==> src/rtl/hs_pkg.sv <==
// Shared definitions for the valid/ready stream stages.
// Holds default beat geometry, the fill-counter type and small width/lane helpers.
package hs_pkg;

    localparam int IN_W_DEF  = 8;
    localparam int RATIO_DEF = 4;
    localparam int RATIO_MAX = 16;

    // Sized for the largest legal ratio so a single type serves every packer instance.
    typedef logic [$clog2(RATIO_MAX)-1:0] cnt_t;

    // Bit offset of lane 'lane' in a word built from w-bit lanes.
    function automatic int lane_lsb(input int lane, input int w);
        return lane * w;
    endfunction

    // Width of a packed word holding 'ratio' beats of 'in_w' bits.
    function automatic int out_w(input int in_w, input int ratio);
        return in_w * ratio;
    endfunction

endpackage

==> src/rtl/hs_out_slot.sv <==
// One-entry valid/ready output register: load, hold under backpressure, drain.
// slot_free tells the producer a new entry may be loaded on this edge, including
// the edge on which the current entry drains.
module hs_out_slot #(
    parameter int W = 32
) (
    input  logic         clk,
    input  logic         rst,
    input  logic         load,
    input  logic [W-1:0] load_data,
    input  logic         out_ready,
    output logic         out_valid,
    output logic [W-1:0] out_data,
    output logic         slot_free
);

    assign slot_free = !out_valid || out_ready;

    // Load replaces the entry (even while draining); otherwise drain on accept, else hold.
    always_ff @(posedge clk or negedge rst) begin
        // NOTE: registers take non-blocking assignments so every flop samples pre-edge values.
        if (!rst) begin
            out_valid <= 1'b0;
            out_data  <= '0;
        end else if (load) begin
            out_valid <= 1'b1;
            out_data  <= load_data;
        end else if (out_ready) begin
            out_valid <= 1'b0;
        end
    end

endmodule

==> src/rtl/hs_byte_packer.sv <==
// Packs RATIO consecutive IN_W-bit beats into one OUT_W-bit word, first beat in lane 0.
// Only the completing beat waits for the output slot, so a drained slot and a new
// word can swap on the same edge and the input sustains one beat per cycle.
// Optional feature macro PACKER_FLUSH_EN: adds a flush pulse that emits a partial
// word (unused lanes zeroed) and an out_keep lane mask.
module hs_byte_packer
    import hs_pkg::*;
#(
    parameter  int IN_W  = IN_W_DEF,
    parameter  int RATIO = RATIO_DEF,
    localparam int OUT_W = out_w(IN_W, RATIO)
) (
    input  logic             clk,
    input  logic             rst,
    input  logic             in_valid,
    output logic             in_ready,
    input  logic [IN_W-1:0]  in_data,
    output logic             out_valid,
    input  logic             out_ready,
    output logic [OUT_W-1:0] out_data
`ifdef PACKER_FLUSH_EN
   ,input  logic             flush,
    output logic [RATIO-1:0] out_keep
`endif
);

    localparam int   ACC_W = IN_W * (RATIO - 1);
    localparam cnt_t LAST  = cnt_t'(RATIO - 1);
`ifdef PACKER_FLUSH_EN
    localparam int   SLOT_W = OUT_W + RATIO;
`else
    localparam int   SLOT_W = OUT_W;
`endif

    cnt_t              cnt;
    logic [ACC_W-1:0]  acc;
    logic              flush_pend;
    logic              slot_free;
    logic              beat;
    logic              complete;
    logic              load;
    logic [SLOT_W-1:0] load_data;
    logic [SLOT_W-1:0] slot_data;

    assign in_ready = rst && (cnt != LAST || slot_free) && !flush_pend;
    assign beat     = in_valid && in_ready;
    assign complete = beat && (cnt == LAST);

`ifdef PACKER_FLUSH_EN
    logic              flush_done;
    logic              flush_emit;
    logic [ACC_W-1:0]  acc_part;
    logic [RATIO-1:0]  part_keep;

    // A pending flush retires at once on an empty packer, else when the slot can take the partial.
    assign flush_done = flush_pend && (cnt == '0 || slot_free);
    assign flush_emit = flush_done && (cnt != '0);

    // Partial word: keep lanes already written, zero the rest, and mark the kept lanes.
    always_comb begin
        // NOTE: defaults first so every path assigns every bit and no latch is inferred.
        acc_part  = '0;
        part_keep = '0;
        for (int k = 0; k < RATIO - 1; k++) begin
            if (cnt_t'(k) < cnt) begin
                acc_part[lane_lsb(k, IN_W) +: IN_W] = acc[lane_lsb(k, IN_W) +: IN_W];
            end
        end
        for (int k = 0; k < RATIO; k++) begin
            part_keep[k] = cnt_t'(k) < cnt;
        end
    end

    assign load      = complete || flush_emit;
    assign load_data = complete ? {{RATIO{1'b1}}, in_data, acc}
                                : {part_keep, {IN_W{1'b0}}, acc_part};
    assign out_data  = slot_data[OUT_W-1:0];
    assign out_keep  = slot_data[OUT_W +: RATIO];

    // A flush pulse arms the request; it clears once the partial word has been handed off.
    always_ff @(posedge clk or negedge rst) begin
        if (!rst) begin
            flush_pend <= 1'b0;
        end else if (flush) begin
            flush_pend <= 1'b1;
        end else if (flush_done) begin
            flush_pend <= 1'b0;
        end
    end
`else
    assign flush_pend = 1'b0;
    assign load       = complete;
    assign load_data  = {in_data, acc};
    assign out_data   = slot_data;
`endif

    // Fill counter and lane accumulator: store each non-final beat in its lane, wrap on completion.
    always_ff @(posedge clk or negedge rst) begin
        if (!rst) begin
            cnt <= '0;
            acc <= '0;
        end else if (beat) begin
            if (complete) begin
                cnt <= '0;
            end else begin
                cnt <= cnt + 1'b1;
                for (int k = 0; k < RATIO - 1; k++) begin
                    if (cnt == cnt_t'(k)) begin
                        acc[lane_lsb(k, IN_W) +: IN_W] <= in_data;
                    end
                end
            end
        end
`ifdef PACKER_FLUSH_EN
        else if (flush_done) begin
            cnt <= '0;
        end
`endif
    end

    hs_out_slot #(
        .W (SLOT_W)
    ) u_slot (
        .clk       (clk),
        .rst       (rst),
        .load      (load),
        .load_data (load_data),
        .out_ready (out_ready),
        .out_valid (out_valid),
        .out_data  (slot_data),
        .slot_free (slot_free)
    );

endmodule

==> config.mk <==
export PLATFORM = sky130hd
export DESIGN_NAME = hs_byte_packer
export DESIGN_NICKNAME = d
export VERILOG_FILES = /design/src/rtl/hs_pkg.sv /design/src/rtl/hs_out_slot.sv /design/src/rtl/hs_byte_packer.sv
export SDC_FILE = /design/constraint.sdc
export NUM_CORES = 1
export LEC_CHECK = 0
export ABC_AREA = 1
export CAP_MARGIN = 15
export CORE_MARGIN = 2
export CORE_UTILIZATION = 52
export CTS_CLUSTER_SIZE = 16
export DETAILED_ROUTE_END_ITERATION = 12
export MAX_ROUTING_LAYER = met4
export PLACE_DENSITY = 0.79
export REMOVE_ABC_BUFFERS = 1
export SLEW_MARGIN = 30
export SYNTH_ARGS = -nofsm -noshare
export SYNTH_HDL_FRONTEND = slang
export SYNTH_SLANG_ARGS = --single-unit
==> constraint.sdc <==
create_clock -name clk -period 3 [get_ports clk]
set_input_delay 0.3 -clock clk [delete_from_list [all_inputs] [get_ports clk]]
set_output_delay 0.3 -clock clk [all_outputs]
set_load 0.02 [all_outputs]
Word level (Yosys, flattened, before mapping)
Index checks and enable logic that the tools add are counted.

word-level totals
  register bits = 61
  input port bits = 12
  output and inout port bits = 34
  logic and storage cells = 26

cells by class
  equal/unequal tests = 4
  muxes and demuxes = 3
  reduce and logical (&&, ||, !) cells = 11
  $add $sub $neg = 1
  bitwise operators = 1

operators with widths
  kind                                                    count
  AND reduction 3 bit                                     3
  equality test 4 x 2 -> 1 bit (second input constant)    2
  adder 4 x 1 -> 4 bit (second input constant)            1
  equality test 4 x 1 -> 1 bit (second input constant)    1
  zero test 4 bit                                         1
  two-way mux 4 bit                                       1
  inequality test 4 x 2 -> 1 bit (second input constant)  1
  logical AND 1 bit                                       3
  logical OR 1 bit                                        2
  two-way mux 1 bit                                       2
  nonzero test 2 bit                                      1
  zero test 1 bit                                         1
  NOT 1 bit                                               1

Depth between registers and ports, before layout
Gate-level depths: netlist of run 1.

  word-level depth = 8
  mapped depth = 8
  depth with buffers taken out = 6

Cells and area by module
From an unflattened synthesis of run 1, not the netlist that was laid out.

unflattened totals
  cells, all modules = 306
  area, all modules = 2801.4 µm²

modules (own cells, without submodules)
  module          seq. area each (µm²)  cells an instance  times used  area an instance (µm²)
  hs_byte_packer  700.7                 166                1           1475.2
  hs_out_slot     825.8                 140                1           1326.3

Least setup slack after synthesis of run 1
OpenSTA, ideal clock, no wires.

  kind = register to register
  from = reg cnt[0]
  to = reg u_slot.out_data[24]
  stages on the path, launching flop included = 9
  clock period less this slack = 1411 ps
  setup slack = 1589 ps
  arrival = 1281 ps
  path buffers = 2
  cell sequence = dfrtp_1 -> ha_1 -> nand2_1 -> nor2_1 -> nand4_2 -> buf_6 -> buf_6 -> nand2_1 -> o21ai_0

between the ends
  cells in the longest elaborated chain, start to end = 5
  elaborated cells on any way between the ends = 6

RTL lines
  element                         RTL line               text
  start: declaration              hs_byte_packer.sv:35   cnt_t cnt;
  start signal: assignment        hs_byte_packer.sv:106  cnt <= cnt + 1'b1;
  inequality test 4 x 2 -> 1 bit  hs_byte_packer.sv:45   assign in_ready = rst && (cnt != LAST || slot_free) && !flush_pend;
  logical OR 1 bit                hs_byte_packer.sv:45
  logical AND 1 bit               hs_byte_packer.sv:45
  logical AND 1 bit               hs_byte_packer.sv:46   assign beat = in_valid && in_ready;
  logical AND 1 bit *             hs_byte_packer.sv:47   assign complete = beat && (cnt == LAST);
  end signal: assignment          hs_out_slot.sv:27      out_data <= load_data;
  end: declaration                hs_out_slot.sv:13      output logic [W-1:0] out_data,

Every way passes the cells marked *; elsewhere a longest branch is shown, timed or not.
A chain may end at the register's enable or synchronous reset.

Worst setup path after layout of run 1
  from = in rst
  to = out in_ready

between the ends
  cells in the longest elaborated chain, start to end = 1

RTL lines
  element             RTL line              text
  start: declaration  hs_byte_packer.sv:14  input logic rst,
  logical AND 1 bit   hs_byte_packer.sv:45
  end: declaration    hs_byte_packer.sv:16  output logic in_ready,

No other way between the ends.

==> load_flow_metrics.sql, run 1 <==
INSERT INTO impl_metrics (metric_group, metric, value, unit) VALUES
('sta', 'report.final.setup_viol', '0', ''),
('setup_path', 'critPathKind', 'in -> out', ''),
('floorplanning', 'horizontal_extent_of_the_die', '75.78', 'µm'),
('clocking', 'number_of_hold_repair_buffers_added_at_the_cts_stage', '1', ''),
('detailed_routing', 'routed_via_density', '4.807', ''),
('pwr', 'power.density', '1029', 'nW/µm²'),
('sta', 'tightest_slew', '0.6066', 'ns'),
('sta', 'min_period', '2.293', 'ns'),
('floorplanning', 'core_box_area', '5042', 'µm²'),
('clocking', 'cts_buffers', '9', ''),
('logic_synthesis', 'ys_types', '18', ''),
('sta', 'worst_slew_margin_rel', '59.56', '%'),
('clocking', 'clkSinkCount', '61', ''),
('setup_path', 'crit_fanout', '18', ''),
('grt', 'grt_pass1_vias', '1822', ''),
('placed_design', 'dp_hpwl', '3.425', 'mm'),
('detailed_routing', 'detailed_routing_iteration_count_for_the_pre_antenna_repair_pass', '4', ''),
('detailed_routing', 'via_count', '1942', ''),
('grt', 'grt.total_usage', '21.28', '%'),
('detailed_routing', 'wl', '5.102', 'mm'),
('logic_synthesis', 'synth.cell_area', '2679', 'µm²'),
('logic_synthesis', 'synth_seq_cells', '61', ''),
('clocking', 'postCtsSetupRepairBufs', '0', ''),
('floorplanning', 'start_util', '53.13', '%'),
('clocking', 'clk-insertion-delay-late', '0.34', 'ns'),
('placed_design', 'placed_instance_area', '3149', 'µm²'),
('cells_and_area', 'postLayoutCellArea', '3406', 'µm²'),
('cells_and_area', 'fillCellCount', '412', ''),
('floorplanning', 'rows', '26', ''),
('logic_synthesis', 'synth-compound-area-share', '14.53', '%'),
('detailed_routing', 'postRouteAntennaNets', '0', ''),
('placed_design', 'routabilityCongestion', '0.7752', ''),
('floorplanning', 'io-pin-count', '46', ''),
('grt', 'grt_start_max_net_pins', '51', ''),
('cells_and_area', 'area_growth_synth_to_finish', '27.14', '%'),
('grt', 'grt_first_pass_wirelength', '8.618', 'mm'),
('sta', 'totalNegativeSetupSlack', '0', 'ns'),
('cells_and_area', 'diodes', '0', ''),
('sta', 'finalHoldViolations', '0', ''),
('logic_synthesis', 'sequential_cell_area_fraction_in_the_yosys_report', '56.98', '%'),
('grt', 'grt_antenna_before_repair', '0', ''),
('floorplanning', 'die_area', '5742', 'µm²'),
('placed_design', 'numPortBuffers', '45', ''),
('pwr', 'static-leakage-power', '1.650', 'nW'),
('setup_path', 'worstSetupStartpointType', 'input pin', ''),
('detailed_routing', 'drt_iter0_markers', '113', ''),
('clocking', 'cts-root-to-sink-buffers', '2', ''),
('clocking', 'cts_tree', 'built', ''),
('clocking', 'cts_htree_levels', '3', ''),
('cells_and_area', 'final_net_count', '346', ''),
('sta', 'drv_slew', '0', ''),
('outcome', 'run_status', 'finished, final reports clean', ''),
('logic_synthesis', 'synth_top_family_by_area', 'simple AND/OR/NAND/NOR gates', ''),
('logic_synthesis', 'synth_simple_gate_area_share', '17.33', '%'),
('clocking', 'post_cts.resized_instances', '0', ''),
('floorplanning', 'die_height', '75.78', 'µm'),
('cells_and_area', 'share_of_cells_above_drive_strength_1', '15.27', '%'),
('logic_synthesis', 'syn-instance-count', '279', ''),
('pwr', 'ir_worst_vdd', '0.5137', 'mV'),
('logic_synthesis', 'post_synthesis_share_of_cell_area_spent_on_xor_and_xnor_gates', '0.3270', '%'),
('min_path', 'holdCritPathClass', 'in -> async', ''),
('sta', 'grt_setup_unrepaired', 'false', ''),
('logic_synthesis', 'synth_fa_ha_area_share', '1.868', '%'),
('clocking', 'clock_input_transition_at_the_sequential_cells_of_the_worst_setup_and_hold_paths', '0.07', 'ns'),
('flow_run', 'max_cap_viol_count', '0', ''),
('detailed_routing', 'routed_wire_length_per_instance', '12.63', 'µm'),
('sta', 'final_worst_path_period_share', '76.45', '%'),
('setup_path', 'cp_data_arrival_time', '1.99', 'ns'),
('setup_path', 'endpoint_kind', 'output port', ''),
('logic_synthesis', 'synth.avg_cell_area', '9.602', 'µm²'),
('detailed_routing', 'drt_drc_violations_left', '0', ''),
('sta', 'fin_skew', '0.005362', 'ns'),
('clocking', 'clk_root_buffer_cell', 'sky130_fd_sc_hd__clkbuf_8', ''),
('grt', 'grt-ovfl-total', '0', ''),
('logic_synthesis', 'synth_mux_area_share', '0', '%'),
('logic_synthesis', 'yosysWarnings', '0', ''),
('sta', 'clock.fmax', '436.0', 'MHz'),
('setup_path', 'crit_required', '2.70', 'ns');
## Yosys cell counts
library cell / count / area [µm²]
sky130_fd_sc_hd__ha_1: 4 / 50.05
sky130_fd_sc_hd__and2_1: 1 / 6.260
sky130_fd_sc_hd__dfrtp_1: 61 / 1526
sky130_fd_sc_hd__nand4_1: 2 / 12.51
sky130_fd_sc_hd__nand3_4: 1 / 17.52
sky130_fd_sc_hd__xor2_1: 1 / 8.760
sky130_fd_sc_hd__o21ai_1: 17 / 85.08
sky130_fd_sc_hd__nand2_2: 1 / 6.260
sky130_fd_sc_hd__buf_6: 8 / 90.09
sky130_fd_sc_hd__nor2_4: 4 / 45.04
sky130_fd_sc_hd__o21ai_0: 17 / 85.08
sky130_fd_sc_hd__nand2_1: 91 / 341.6
sky130_fd_sc_hd__nand3_1: 3 / 15.01
sky130_fd_sc_hd__nand4_2: 1 / 12.51
sky130_fd_sc_hd__nor2_1: 2 / 7.510
sky130_fd_sc_hd__clkbuf_1: 1 / 3.750
sky130_fd_sc_hd__inv_1: 39 / 146.4
sky130_fd_sc_hd__o21ai_2: 25 / 219.0
## layout by cell type (no fill, tap or decap), drive strengths merged
cell type / n
clkbuf: 11
ha: 4
nand3: 4
o21ai: 59
clkinv: 1
bufinv: 3
nor2: 6
and2: 1
nand2: 92
clkdlybuf4s50: 44
inv: 39
dfrtp: 61
buf: 4
nand4: 3
xor2: 1
dlygate4sd3: 1
## kinds of logic after synthesis
logic type,Yosys count
adders and majority gates,4
xor gates and xnor gates,1
buffers and inverters,48
AOI/OAI and AO/OA,59
DFF,61
and+or+nand+nor,106
## power by group
group,internal (mW),total (mW),switching [mW]
logic,0.516,1.25,0.733
registers,1.15,1.36,0.201
clock network,0.591,0.898,0.307
## layer usage
layer / GRT usage, % / vias up / wire length [µm]
li1: - / 971 / -
met1: 27.84 / 917 / 2320
met2: 31.13 / 44 / 2479
met3: 6.349 / 10 / 223
met4: 8.577 / 0 / 79
met5: - / - / 0
## sequential cells by signal, summed over array words and instances, names as in the netlist
signal	count
cnt	4
u_slot.out_valid	1
acc	24
u_slot.out_data	32
## final timing paths
| kind | startpoint | to | slack (ns) | cells after the start |
|---|---|---|---|---|
| min in group clk | u_slot.out_data[10]$_DFFE_PN0P_ | u_slot.out_data[10]$_DFFE_PN0P_ | 0.48 | 2 |
| setup / recovery | rst | in_ready | 0.71 | 4 |
| setup reg to reg | cnt[0]$_DFFE_PN0P_ | u_slot.out_data[29]$_DFFE_PN0P_ | 1.32 | 7 |
| hold reg to reg | u_slot.out_data[10]$_DFFE_PN0P_ | u_slot.out_data[10]$_DFFE_PN0P_ | 0.48 | 2 |
| max in group asynchronous | rst | u_slot.out_data[9]$_DFFE_PN0P_ | 1.60 | 3 |
| hold / removal | rst | acc[13]$_DFFE_PN0P_ | 0.45 | 2 |
## worst max-delay path: stages
cell and delay, ns:
sky130_fd_sc_hd__dlygate4sd3_1 0.53, sky130_fd_sc_hd__buf_2 0.38, sky130_fd_sc_hd__and2_1 0.19, sky130_fd_sc_hd__clkdlybuf4s50_1 0.59
## layout make-up
type	instances	area [µm²]	share of cell area, %
clock buffer	11	151.4	4.445
timing repair buffer	49	478.0	14.03
clock inverter	4	95.09	2.792
tap	70	87.58	2.572
inverter	39	146.4	4.298
sequential	61	1526	44.82
multi-input combinational	170	920.9	27.04
## stage by stage
| stage | instances | power, mW | hold WS [ns] | util, % | setup slack [ns] |
|---|---|---|---|---|---|
| after detailed placement | 388 | 2.621 | 0.2546 | 62.46 | 1.064 |
| after floorplan | 270 | 2.101 | 0.004409 | - | 0.5981 |
| final | 404 | 3.503 | 0.4497 | 67.54 | 0.7066 |
| after global routing | 404 | 3.744 | 0.4772 | 67.54 | 0.6028 |
| after CTS | 404 | 3.547 | 0.4479 | 67.54 | 0.6754 |
| after global placement | 388 | 2.572 | 0.2493 | 62.46 | 1.073 |
(Power assumes the default switching activity.)
==> run 2, diff against run 1 <==
--- a/config.mk
+++ b/config.mk
@@ -8,11 +8,11 @@
 export ABC_AREA = 1
 export CAP_MARGIN = 15
 export CORE_MARGIN = 2
-export CORE_UTILIZATION = 52
+export CORE_UTILIZATION = 47
 export CTS_CLUSTER_SIZE = 16
 export DETAILED_ROUTE_END_ITERATION = 12
 export MAX_ROUTING_LAYER = met4
-export PLACE_DENSITY = 0.79
+export PLACE_DENSITY = 0.75
 export REMOVE_ABC_BUFFERS = 1
 export SLEW_MARGIN = 30
 export SYNTH_ARGS = -nofsm -noshare
==> constraint.sdc (replaced) <==
create_clock -name clk -period 2 [get_ports clk]
set_input_delay 0.2 -clock clk [delete_from_list [all_inputs] [get_ports clk]]
set_output_delay 0.2 -clock clk [all_outputs]
set_load 0.02 [all_outputs]
==> run 2 against run 1 <==
Cell count up 0.74%. Hold slack worse by 0.094 ns. Register-to-register slack worse by 1.0 ns. Sequential power up 49%. Combinational power up 47%.
==> load_flow_metrics.sql, run 2 (synthesis gave the netlist of run 1 again) <==
INSERT INTO impl_metrics (metric_group, metric, value, unit) VALUES
('outcome', 'run_status', 'finished, final reports clean', ''),
('pwr', 'ir_worst_vdd', '0.8358', 'mV'),
('sta', 'clock.fmax', '555.1', 'MHz'),
('clocking', 'clk_root_buffer_cell', 'sky130_fd_sc_hd__clkbuf_8', ''),
('placed_design', 'routabilityCongestion', '0.7998', ''),
('placed_design', 'dp.cells', '390', ''),
('detailed_routing', 'via_count', '1893', ''),
('cells_and_area', 'top_register', 'u_slot.out_data', ''),
('sta', 'final_worst_path_period_share', '90.07', '%'),
('sta', 'min_period', '1.801', 'ns'),
('setup_path', 'critPathKind', 'reg -> out', ''),
('pwr', 'fin_total_pwr', '5.025', 'mW'),
('pwr', 'power.sequential.fraction', '40.3', '%'),
('floorplanning', 'rows', '27', ''),
('sta', 'grt_setup_unrepaired', 'false', ''),
('sta', 'fin_skew', '0.007856', 'ns'),
('detailed_routing', 'drt_iter0_markers', '115', ''),
('pwr', 'static-leakage-power', '1.633', 'nW'),
('grt', 'grt_first_pass_wirelength', '8.314', 'mm'),
('cells_and_area', 'diodes', '0', ''),
('pwr', 'power.density', '1493', 'nW/µm²'),
('detailed_routing', 'detailed_routing_iteration_count_for_the_pre_antenna_repair_pass', '5', ''),
('setup_path', 'cp_num_buf_inv', '1', ''),
('cells_and_area', 'share_of_cells_above_drive_strength_1', '14.93', '%'),
('clocking', 'cts_tree', 'built', ''),
('grt', 'grt.total_usage', '17.88', '%'),
('cells_and_area', 'largest_register_ffs', '32', ''),
('setup_path', 'timing.critical_path.depth', '4', ''),
('sta', 'tightest_slew', '0.6546', 'ns'),
('floorplanning', 'horizontal_extent_of_the_die', '79.50', 'µm'),
('setup_path', 'crit_path_top_delay_cell', 'sky130_fd_sc_hd__dfrtp_1', ''),
('pwr', 'power.share.combinational', '36.6', '%'),
('setup_path', 'endpoint_kind', 'output port', ''),
('grt', 'grt_antenna_before_repair', '0', ''),
('setup_path', 'worst_path_dominant_cell_family', 'flip-flops', ''),
('clocking', 'cts-root-to-sink-buffers', '2', ''),
('setup_path', 'crit_required', '1.80', 'ns'),
('flow_run', 'max_cap_viol_count', '0', ''),
('pwr', 'power.net_switching', '1.825', 'mW'),
('setup_path', 'worst_path_largest_cell_delay', '0.43', 'ns'),
('setup_path', 'crit_fanout', '6', ''),
('setup_path', 'cp_cell_sequence', 'ha_1 -> nand3_1 -> and2_1 -> dlygate4sd2_1', ''),
('setup_path', 'cp_data_arrival_time', '1.60', 'ns'),
('sta', 'drv_slew', '0', ''),
('cells_and_area', 'final_net_count', '346', ''),
('min_path', 'holdCritPathClass', 'in -> async', ''),
('placed_design', 'numPortBuffers', '45', ''),
('floorplanning', 'die_area', '6319', 'µm²'),
('grt', 'grtUsageMet1', '23.53', '%'),
('cells_and_area', 'area_growth_synth_to_finish', '25.69', '%'),
('pwr', 'p_sw_share', '36.31', '%'),
('cells_and_area', 'post-route-util', '61.15', '%'),
('cells_and_area', 'final_common_cell', 'sky130_fd_sc_hd__nand2_1', ''),
('sta', 'finalHoldViolations', '0', ''),
('cells_and_area', 'mostFrequentLayoutCells', '91 x sky130_fd_sc_hd__nand2_1, 61 x sky130_fd_sc_hd__dfrtp_1, 43 x sky130_fd_sc_hd__clkdlybuf4s50_1', ''),
('pwr', 'p_clk_share', '23.1', '%'),
('detailed_routing', 'postRouteAntennaNets', '0', ''),
('cells_and_area', 'fillCellCount', '483', ''),
('clocking', 'cts_buffers', '9', ''),
('clocking', 'cts_htree_levels', '3', ''),
('cells_and_area', 'post_layout_nonfiller_instances', '407', ''),
('clocking', 'clock_input_transition_at_the_sequential_cells_of_the_worst_setup_and_hold_paths', '0.06', 'ns'),
('detailed_routing', 'routed_wire_length_per_instance', '11.95', 'µm'),
('cells_and_area', 'multi_input_logic_area', '920.9', 'µm²'),
('detailed_routing', 'wl', '4.862', 'mm'),
('floorplanning', 'io-pin-count', '46', ''),
('grt', 'groute.layer.met2.usage', '26.47', '%'),
('floorplanning', 'start_util', '48.65', '%'),
('sta', 'worst_slew_margin_rel', '56.36', '%'),
('setup_path', 'rr_worst_depth', '7', ''),
('grt', 'grt_pass1_vias', '1771', ''),
('detailed_routing', 'routed_via_density', '4.651', ''),
('grt', 'grt-ovfl-total', '0', ''),
('floorplanning', 'core_box_area', '5507', 'µm²'),
('clocking', 'clkSinkCount', '61', ''),
('grt', 'grt_util_met3', '3.054', '%'),
('grt', 'grt_start_max_net_pins', '55', ''),
('sta', 'report.final.setup_viol', '0', ''),
('floorplanning', 'die_height', '79.50', 'µm'),
('detailed_routing', 'drt_drc_violations_left', '0', ''),
('pwr', 'internal-power', '3.201', 'mW'),
('placed_design', 'dp_hpwl', '3.307', 'mm'),
('setup_path', 'worstSetupStartpointType', 'flip-flop', ''),
('cells_and_area', 'largest_registers_ranked_by_flip_flop_count', 'u_slot.out_data (32), acc (24), cnt (4)', ''),
('cells_and_area', 'area.sequential', '1526', 'µm²'),
('clocking', 'clk-insertion-delay-late', '0.34', 'ns'),
('grt', 'grt_busiest_layer', 'met2', '');
-- run 2: changes by cell type in the layout (fill, tap and decap cells not counted), sizes merged --
cell           before  now
dlygate4sd2         0    1
clkdlybuf4s50      44   43
bufinv              3    2
clkinv              1    3
-- run 2: path summary, 6_finish.rpt --
path,startpoint,endpoint,slack [ns]
max,cnt[0]$_DFFE_PN0P_,in_ready,0.20
min,rst,u_slot.out_data[31]$_DFFE_PN0P_,0.36
max reg2reg,cnt[0]$_DFFE_PN0P_,u_slot.out_data[4]$_DFFE_PN0P_,0.32
min reg2reg,acc[9]$_DFFE_PN0P_,acc[9]$_DFFE_PN0P_,0.48
max in group asynchronous,rst,u_slot.out_data[30]$_DFFE_PN0P_,0.69
min in group clk,acc[9]$_DFFE_PN0P_,acc[9]$_DFFE_PN0P_,0.48
-- run 2: final cells by class --
type                            count  area share, %
Clock buffer                       11          3.902
Clock inverter                      5          2.230
Inverter                           39          4.348
Multi-Input combinational cell    170          27.35
Sequential cell                    61          45.34
Tap cell                           72          2.676
Timing Repair Buffer               49          14.16
-- run 2: repair_timing --
action / in CTS / in global routing
endpoints found under the setup margin: 1 / 0
setup buffers: 0 / 0
resized for setup: 1 / 0
hold endpoints to repair: 7 / 0
hold buffers: 1 / 0
-- run 2: metrics by stage --
step | worst slack, ns | setup TNS (ns) | hold WS [ns] | cell area, µm²
detailed placement | 0.2585 | 0 | 0.1140 | 3152
finish | 0.1987 | 0 | 0.3553 | 3367
CTS | 0.1725 | 0 | 0.3285 | 3367
floorplan | -0.4019 | -12.23 | -0.09559 | 2585
global route | 0.09754 | 0 | 0.3637 | 3367
global placement | 0.2701 | 0 | 0.1098 | 3152
-- run 2: per-layer routing --
| metal | vias up | wire, µm |
|---|---|---|
| li1 | 979 | - |
| met1 | 869 | 2349 |
| met2 | 32 | 2262 |
| met3 | 13 | 138 |
| met4 | 0 | 111 |
| met5 | - | 0 |
-- run 2: power by group through the flow --
stage	Combinational, mW	Sequential [mW]	Clock (mW)
3_3_place_gp	1.82	2.03	0
3_5_place_dp	1.85	2.05	0
5_1_grt	2.04	2.09	1.24
2_1_floorplan	0.865	2.29	0
6_report	1.84	2.02	1.16
4_1_cts	1.87	2.03	1.18
-- run 2: worst register-to-register path, cell delays in order, from the launching register on --
cell and delay (ns):
sky130_fd_sc_hd__dfrtp_1 0.43, sky130_fd_sc_hd__ha_1 0.27, sky130_fd_sc_hd__nand2_1 0.10, sky130_fd_sc_hd__nor2_1 0.06, sky130_fd_sc_hd__nand4_4 0.08, sky130_fd_sc_hd__buf_4 0.42, sky130_fd_sc_hd__nand2_1 0.16, sky130_fd_sc_hd__o21ai_2 0.08
==> run 3, diff against run 2 <==
--- a/config.mk
+++ b/config.mk
@@ -14,6 +14,7 @@
 export MAX_ROUTING_LAYER = met4
 export PLACE_DENSITY = 0.75
 export REMOVE_ABC_BUFFERS = 1
+export SKIP_LAST_GASP = 1
 export SLEW_MARGIN = 30
 export SYNTH_ARGS = -nofsm -noshare
 export SYNTH_HDL_FRONTEND = slang
==> results of run 3 <==
Final layout, timing and power as in run 2 (identical DEF).
